[src/rtl/switch_pkg.sv]
// Shared types and constants for the switch bounce emulator.
package switch_pkg;

  typedef enum logic {STABLE, BOUNCE} bounce_state_t;

  localparam logic [15:0] LFSR_MASK = 16'hB400;

  function automatic logic [15:0] lfsr_next(input logic [15:0] v);
    return v[0] ? ((v >> 1) ^ LFSR_MASK) : (v >> 1);
  endfunction

endpackage

[src/rtl/bounce_lfsr.sv]
// 16-bit Galois LFSR; advances only when step is high, reloads SEED on reset.
module bounce_lfsr
  import switch_pkg::*;
#(
  parameter logic [15:0] SEED = 16'hACE1
) (
  input  logic        clk,
  input  logic        rst,
  input  logic        step,
  output logic [15:0] q
);

  always_ff @(posedge clk or posedge rst) begin
    if (rst) begin
      q <= SEED;
    end else if (step) begin
      q <= lfsr_next(q);
    end
  end

endmodule

[src/rtl/switch_bounce_gen.sv]
// Contact-bounce emulator: turns a clean level into a reproducible bouncy
// waveform that settles on the clean level after a fixed tick window.
module switch_bounce_gen
  import switch_pkg::*;
#(
  parameter int          TICK_M       = 100000,
  parameter int          BOUNCE_TICKS = 8,
  parameter logic [15:0] SEED         = 16'hACE1
) (
  input  logic       clk,
  input  logic       rst,
  input  logic       sw_clean,
  input  logic       bounce_en,
  output logic       sw_bouncy,
  output logic       busy,
  output logic [7:0] toggle_cnt
);

  localparam int                CNT_W     = (TICK_M > 1) ? $clog2(TICK_M) : 1;
  localparam logic [CNT_W-1:0]  TICK_LAST = CNT_W'(TICK_M - 1);
  localparam logic [7:0]        LAST_IDX  = 8'(BOUNCE_TICKS - 1);

  function automatic logic [7:0] sat_inc(input logic [7:0] v);
    return (v == 8'hFF) ? v : v + 8'd1;
  endfunction

  bounce_state_t    state, state_nxt;
  logic             tgt, tgt_nxt;
  logic             out_nxt;
  logic [7:0]       cnt_nxt;
  logic [CNT_W-1:0] tick_cnt, tick_cnt_nxt;
  logic [7:0]       tick_idx, tick_idx_nxt;
  logic             tick;
  logic             lfsr_step;
  logic [15:0]      lfsr;

  bounce_lfsr #(
    .SEED (SEED)
  ) u_lfsr (
    .clk  (clk),
    .rst  (rst),
    .step (lfsr_step),
    .q    (lfsr)
  );

  always_ff @(posedge clk or posedge rst) begin
    if (rst) begin
      state      <= STABLE;
      tgt        <= 1'b0;
      sw_bouncy  <= 1'b0;
      toggle_cnt <= 8'd0;
      tick_cnt   <= '0;
      tick_idx   <= 8'd0;
    end else begin
      state      <= state_nxt;
      tgt        <= tgt_nxt;
      sw_bouncy  <= out_nxt;
      toggle_cnt <= cnt_nxt;
      tick_cnt   <= tick_cnt_nxt;
      tick_idx   <= tick_idx_nxt;
    end
  end

  // A clean edge always (re)opens a window, even mid-bounce, so it is
  // checked ahead of the abort and tick handling.
  always_comb begin
    state_nxt    = state;
    tgt_nxt      = tgt;
    out_nxt      = sw_bouncy;
    cnt_nxt      = toggle_cnt;
    tick_cnt_nxt = tick_cnt;
    tick_idx_nxt = tick_idx;
    lfsr_step    = 1'b0;
    tick         = (tick_cnt == TICK_LAST);

    if (sw_clean != tgt) begin
      tgt_nxt      = sw_clean;
      out_nxt      = sw_clean;
      cnt_nxt      = 8'd1;
      tick_cnt_nxt = '0;
      tick_idx_nxt = 8'd0;
      state_nxt    = bounce_en ? BOUNCE : STABLE;
    end else if (state == BOUNCE) begin
      if (!bounce_en) begin
        out_nxt   = tgt;
        state_nxt = STABLE;
      end else if (tick) begin
        tick_cnt_nxt = '0;
        tick_idx_nxt = tick_idx + 8'd1;
        if (tick_idx != LAST_IDX) begin
          if (lfsr[0]) begin
            out_nxt = ~sw_bouncy;
            cnt_nxt = sat_inc(toggle_cnt);
          end
          lfsr_step = 1'b1;
        end else begin
          if (sw_bouncy != tgt) begin
            out_nxt = tgt;
            cnt_nxt = sat_inc(toggle_cnt);
          end
          state_nxt = STABLE;
        end
      end else begin
        tick_cnt_nxt = tick_cnt + CNT_W'(1);
      end
    end
  end

  assign busy = (state == BOUNCE);

endmodule

[config.mk]
export PLATFORM = sky130hd
export DESIGN_NAME = switch_bounce_gen
export DESIGN_NICKNAME = d
export VERILOG_FILES = /design/src/rtl/switch_pkg.sv /design/src/rtl/bounce_lfsr.sv /design/src/rtl/switch_bounce_gen.sv
export SDC_FILE = /design/constraint.sdc
export NUM_CORES = 1
export LEC_CHECK = 0
export CAP_MARGIN = 20
export CORE_MARGIN = 2
export CORE_UTILIZATION = 38
export DETAILED_ROUTE_END_ITERATION = 8
export GPL_ROUTABILITY_DRIVEN = 1
export PLACE_DENSITY = 0.64
export SLEW_MARGIN = 30
export SYNTH_ARGS = -nofsm -noshare
export SYNTH_HDL_FRONTEND = slang
export SYNTH_SLANG_ARGS = --single-unit
export TNS_END_PERCENT = 5
[constraint.sdc]
create_clock -name clk -period 3.82 [get_ports clk]
set_input_delay 0.382 -clock clk [delete_from_list [all_inputs] [get_ports clk]]
set_output_delay 0.382 -clock clk [all_outputs]
set_load 0.02 [all_outputs]
## After elaboration in Yosys (flattened, before gate mapping)

Index checks and enable logic that the tools add are counted.

| storage, ports and cells | value |
|---|---|
| word-level logic and storage cells | 63 |
| flip-flop bits (word level) | 52 |

| operators by class | value |
|---|---|
| $add $sub $neg | 3 |
| bitwise logic cells | 2 |
| muxes and demuxes | 34 |
| eq/ne operators | 9 |
| reductions and logical operators | 8 |

Operator list:

| operator | number |
|---|---|
| 2-to-1 mux 8 bit | 12 |
| 2-to-1 mux 17 bit | 4 |
| adder 17 x 1 -> 17 bit (second input constant) | 1 |
| equality test 17 bit (second input constant) | 1 |
| 2-to-1 mux 1 bit | 17 |
| adder 8 x 1 -> 8 bit (second input constant) | 2 |
| 2-to-1 mux 16 bit | 1 |
| equality test 8 bit (second input constant) | 1 |
| inequality test 8 x 3 -> 1 bit (second input constant) | 1 |
| nonzero test 2 bit | 3 |
| AND reduction 5 bit | 1 |
| inequality test 4 x 1 -> 1 bit (second input constant) | 1 |
| inequality test 4 x 3 -> 1 bit (second input constant) | 1 |
| inverter 3 -> 4 bit | 1 |
| AND reduction 4 bit | 1 |
| inequality test 3 x 1 -> 1 bit (second input constant) | 1 |
| inequality test 3 x 2 -> 1 bit (second input constant) | 1 |
| AND reduction 3 bit | 1 |
| nonzero test 3 bit | 1 |
| inequality test 1 bit | 2 |
| AND reduction 2 bit | 1 |
| inverter 1 bit | 1 |

## Depth between registers and ports, before layout

| logic depth | value |
|---|---|
| depth in word-level cells | 8 |
| depth in mapped cells | 8 |
| depth with buffers taken out | 6 |

## Hierarchy

A second synthesis with hierarchy kept.

| unflattened totals | value |
|---|---|
| cells, all modules | 276 |
| area, all modules | 2760.1 µm² |

By module, submodules not included:

| module | area each (µm²) | sequential area each (µm²) | cells each | times used |
|---|---|---|---|---|
| switch_bounce_gen | 2100.8 | 900.9 | 235 | 1 |
| bounce_lfsr | 659.4 | 410.4 | 41 | 1 |

## Least setup slack after synthesis

No wires, ideal clock.

| timing path | value |
|---|---|
| kind | reg2reg |
| start point | reg toggle_cnt[0] |
| end point | reg toggle_cnt[3] |
| cell stages (with the launch flop) | 8 |
| period minus slack after synthesis | 2.283 ns |
| buffers on the path | 1 |
| data required time | 3.743 ns |
| setup time | 0.077 ns |
| path slack | 1.537 ns |
| data arrival time | 2.205 ns |
| cell sequence | dfrtp_1 ha_1 and3_1 and3_2 or3_4 buf_6 or4_1 a21oi_1 |

| between the ends | value |
|---|---|
| cells in the longest elaborated chain, start to end | 8 |

Ends and longest elaborated chain:

| what | RTL line | source |
|---|---|---|
| start, declared | switch_bounce_gen.sv:16 | `output logic [7:0] toggle_cnt` |
| start signal, assigned | switch_bounce_gen.sv:58 | `toggle_cnt <= cnt_nxt;` |
| adder 8 x 1 -> 8 bit or equality test 8 bit (tied branches) | switch_bounce_gen.sv:24 | `return (v == 8'hFF) ? v : v + 8'd1;` |
| 2-to-1 mux 8 bit * | switch_bounce_gen.sv:24 |  |
| 2-to-1 mux 8 bit, on equally long branches | switch_bounce_gen.sv:97, switch_bounce_gen.sv:91 |  |
| 2-to-1 mux 8 bit * | switch_bounce_gen.sv:90 | `if (tick_idx != LAST_IDX) begin` |
| 2-to-1 mux 8 bit * | switch_bounce_gen.sv:87 | `end else if (tick) begin` |
| 2-to-1 mux 8 bit * | switch_bounce_gen.sv:84 | `if (!bounce_en) begin` |
| 2-to-1 mux 8 bit * | switch_bounce_gen.sv:83 | `end else if (state == BOUNCE) begin` |
| 2-to-1 mux 8 bit * | switch_bounce_gen.sv:76 | `if (sw_clean != tgt) begin` |

Mark *: on every way between the ends. The rest lies on a longest branch, timed or not. The select of a mux whose other input is x is not followed.
A chain may end at the register's enable or synchronous reset.

## Final worst setup path

| timing path | value |
|---|---|
| start point | reg tick_cnt[0] |
| end point | reg toggle_cnt[5] |

| between the ends | value |
|---|---|
| cells in the longest elaborated chain, start to end | 3 |

Ends and longest elaborated chain:

| what | RTL line | source |
|---|---|---|
| start, declared | switch_bounce_gen.sv:31 | `logic [CNT_W-1:0] tick_cnt, tick_cnt_nxt;` |
| start signal, assigned | switch_bounce_gen.sv:59 | `tick_cnt <= tick_cnt_nxt;` |
| equality test 17 bit | switch_bounce_gen.sv:74 | `tick = (tick_cnt == TICK_LAST);` |
| nonzero test 2 bit (no source line) | n/a |  |
| AND reduction 5 bit (no source line) | n/a |  |

No other way between the ends.

==> impl_metrics.env <==
export IMPL_antenna_found_initial=0
export IMPL_crit_chain="ha_1 -> nor2b_1 -> nand3_2 -> or3_1 -> or4_1 -> a21oi_1"
export IMPL_nets=279
export IMPL_grt_pass1_vias=2035
export IMPL_cap_violations=0
export IMPL_clkTransAtPathRegs_ns=0.10
export IMPL_placed_cell_area_mm2=0.00292
export IMPL_clock_fmax_mhz=400
export IMPL_port_buffers=13
export IMPL_synth_async_sr_flop_share_pct=100
export IMPL_dieHeight_um=88.4
export IMPL_design_area_mm2=0.00301
export IMPL_drc=0
export IMPL_final_max_slew_viol_count=0
export IMPL_clk_latency_ns=0.31
export IMPL_synthDistinctLibCells=49
export IMPL_grt_use_total_pct=14.8
export IMPL_p_leak_nw=1.17
export IMPL_worst_hold_slack_ns=0.506
export IMPL_hold_viol_final=0
export IMPL_fin_worst_skew_ns=0.00814
export IMPL_post_route_period_util_pct=65.4
export IMPL_coreArea_mm2=0.00683
export IMPL_synthCells=262
export IMPL_p_per_area_mw_per_mm2=319
export IMPL_routed_wl_mm=5.13
export IMPL_hp_class="in -> async"
export IMPL_wire_per_inst_um=13.9
export IMPL_synth_ff_type="dfrtp_1"
export IMPL_slew_headroom_pct=38.0
export IMPL_avgSynthCellArea_um2=10.3
export IMPL_dp_hpwl_mm=3.46
export IMPL_grt_pass1_wl_mm=9.23
export IMPL_path_buf_inv=0
export IMPL_holdBufCountCts=0
export IMPL_post_cts_setup_buffers=0
export IMPL_peakVddDrop_mv=0.174
export IMPL_cp_slowest_cell="or3_1"
export IMPL_cts_resized=0
export IMPL_status="finished, final reports clean"
export IMPL_finalSetupTns_ns=0
export IMPL_cts_buffers=5
export IMPL_cts_tree="done"
export IMPL_cp_end_kind="register"
export IMPL_cts_max_level=2
export IMPL_cp_data_arrival_time_ns=2.73
export IMPL_syn_to_final_growth_pct=11.3
export IMPL_drive_above_1_share_pct=15.4
export IMPL_syn_nets=269
export IMPL_seq_area_frac_synth_pct=48.5
export IMPL_rows=30
export IMPL_cts_sinks=52
export IMPL_first_pass_iters=4
export IMPL_grt_max_degree=53
export IMPL_tightest_slew_ns=0.917
export IMPL_yosys_warnings=0
export IMPL_start_kind="register"
export IMPL_ant_nets=0
export IMPL_num_vias=1958
export IMPL_path_class="reg -> reg"
export IMPL_gp_congestion=0.794
export IMPL_grt_setup_unrepaired="false"
export IMPL_antenna_cells=0
export IMPL_grt_overflow=0
export IMPL_synth_enable_flop_cells=0
export IMPL_cpLargestDelayFamily="simple AND/OR/NAND/NOR gates"
export IMPL_die_x_um=88.4
export IMPL_start_util_pct=39.6
export IMPL_worstPathRequired_ns=4.06
export IMPL_dieArea_mm2=0.00781
export IMPL_worstPathMaxFanout=17
export IMPL_cts_root_buf="clkbuf_8"
export IMPL_slowest_delay_ns=0.59
export IMPL_nFillCells=683
export IMPL_clock_path_buffers=2
export IMPL_synthesis_area_mm2=0.00271
export IMPL_period_needed_ns=2.50
export IMPL_ys_ff_latch=52
export IMPL_viasPerCell=5.31
export IMPL_drtIter0Drc=107
export IMPL_setup_viol=0
export IMPL_num_io_pins=14
==> cells in the mapped netlist (2+ instances only) <==
| master | count | share of area (%) |
|---|---|---|
| a21oi_1 | 16 | 3.0 |
| a22o_1 | 3 | 0.97 |
| and3_1 | 6 | 1.4 |
| and4_1 | 2 | 0.65 |
| buf_2 | 5 | 0.92 |
| buf_4 | 2 | 0.55 |
| clkbuf_1 | 4 | 0.55 |
| dfrtp_1 | 44 | 41 |
| dfstp_2 | 8 | 7.8 |
| ha_1 | 3 | 1.4 |
| inv_1 | 8 | 1.1 |
| mux2_2 | 14 | 5.8 |
| mux2i_1 | 2 | 0.74 |
| nand2_1 | 18 | 2.5 |
| nand3_1 | 13 | 2.4 |
| nand4_1 | 8 | 1.8 |
| nor2_1 | 25 | 3.5 |
| nor2b_1 | 2 | 0.46 |
| nor3_1 | 5 | 0.92 |
| nor4_1 | 4 | 0.92 |
| nor4b_1 | 5 | 1.6 |
| o21ai_0 | 4 | 0.74 |
| o31ai_1 | 8 | 2.2 |
| or3_1 | 2 | 0.46 |
| or4_1 | 6 | 1.7 |
| xnor2_1 | 18 | 5.8 |
| xor2_1 | 5 | 1.6 |
==> registers in the layout, indices dropped and copies added, names as in the netlist <==
register	cells
busy	1
sw_bouncy	1
tgt	1
tick_cnt	17
tick_idx	8
toggle_cnt	8
u_lfsr.q	16
==> routing by layer <==
metal	global-route usage, %	wire, um
met1	19.3	2490
met2	24.2	2430
met3	2.71	142
met4	6.20	65
met5	0	0
==> path summary, 6_finish.rpt <==
| path | startpoint | endpoint | slack [ns] | cells after the start |
|---|---|---|---|---|
| max in group asynchronous | rst | tick_cnt[16] | 2.88 | 2 |
| setup / recovery | tick_cnt[0] | toggle_cnt[5] | 1.32 | 6 |
| hold reg to reg | u_lfsr.q[13] | u_lfsr.q[13] | 0.51 | 2 |
| setup reg to reg | tick_cnt[0] | toggle_cnt[5] | 1.32 | 6 |
| hold / removal | rst | tick_cnt[1] | 0.51 | 2 |
| min in group clk | u_lfsr.q[13] | u_lfsr.q[13] | 0.51 | 2 |
==> logic make-up after synthesis <==
logic type,Yosys count,share of synthesized area (%)
AOI/OAI and AO/OA,41,10.1
adders and majority gates,4,1.76
buffers and inverters,21,3.74
muxes,16,6.56
xor gates and xnor gates,23,7.44
and+or+nand+nor,105,21.9
DFF,52,48.5
==> placed cells by master, fill, tap and decap left out, drive strengths merged, types with 2 or more instances in the layout <==
master	count
a21oi	16
a22o	3
and3	7
and4	3
buf	3
clkbuf	5
clkdlybuf4s50	13
clkinv	2
dfrtp	44
dfstp	8
ha	3
inv	9
mux2	14
mux2i	2
nand2	18
nand3	14
nand4	8
nor2	25
nor2b	2
nor3	5
nor4	4
nor4b	7
o21ai	4
o31ai	8
or3	3
or4	6
xnor2	18
xor2	5
==> report_power, final <==
part           switching, W  total [W]  internal [W]
Clock              0.000195   0.000329      0.000134
Combinational     0.0000432  0.0000659     0.0000227
Sequential       0.00000957   0.000565      0.000555
Total              0.000248   0.000960      0.000712
==> final cells by class <==
cell class                      count  area (um2)  area share (%)
Sequential cell                    52        1310            43.5
Timing Repair Buffer               16         153            5.07
Multi-Input combinational cell    189        1300            43.2
Inverter                            8        32.5            1.08
Clock inverter                      3        26.3           0.872
Clock buffer                        5        68.8            2.29
Tap cell                           96         120            3.99
==> metrics by stage <==
step / total power, W / setup slack (ns) / util, % / instances
after CTS: 0.000978 / 1.33 / 44.1 / 369
after detailed placement: 0.000643 / 1.19 / 42.7 / 361
after global routing: 0.00101 / 1.19 / 44.1 / 369
after global placement: 0.000641 / 1.23 / 42.7 / 361
final: 0.000960 / 1.32 / 44.1 / 369
after floorplan: 0.000620 / 1.54 / - / 262
(Power assumes the default switching activity.)
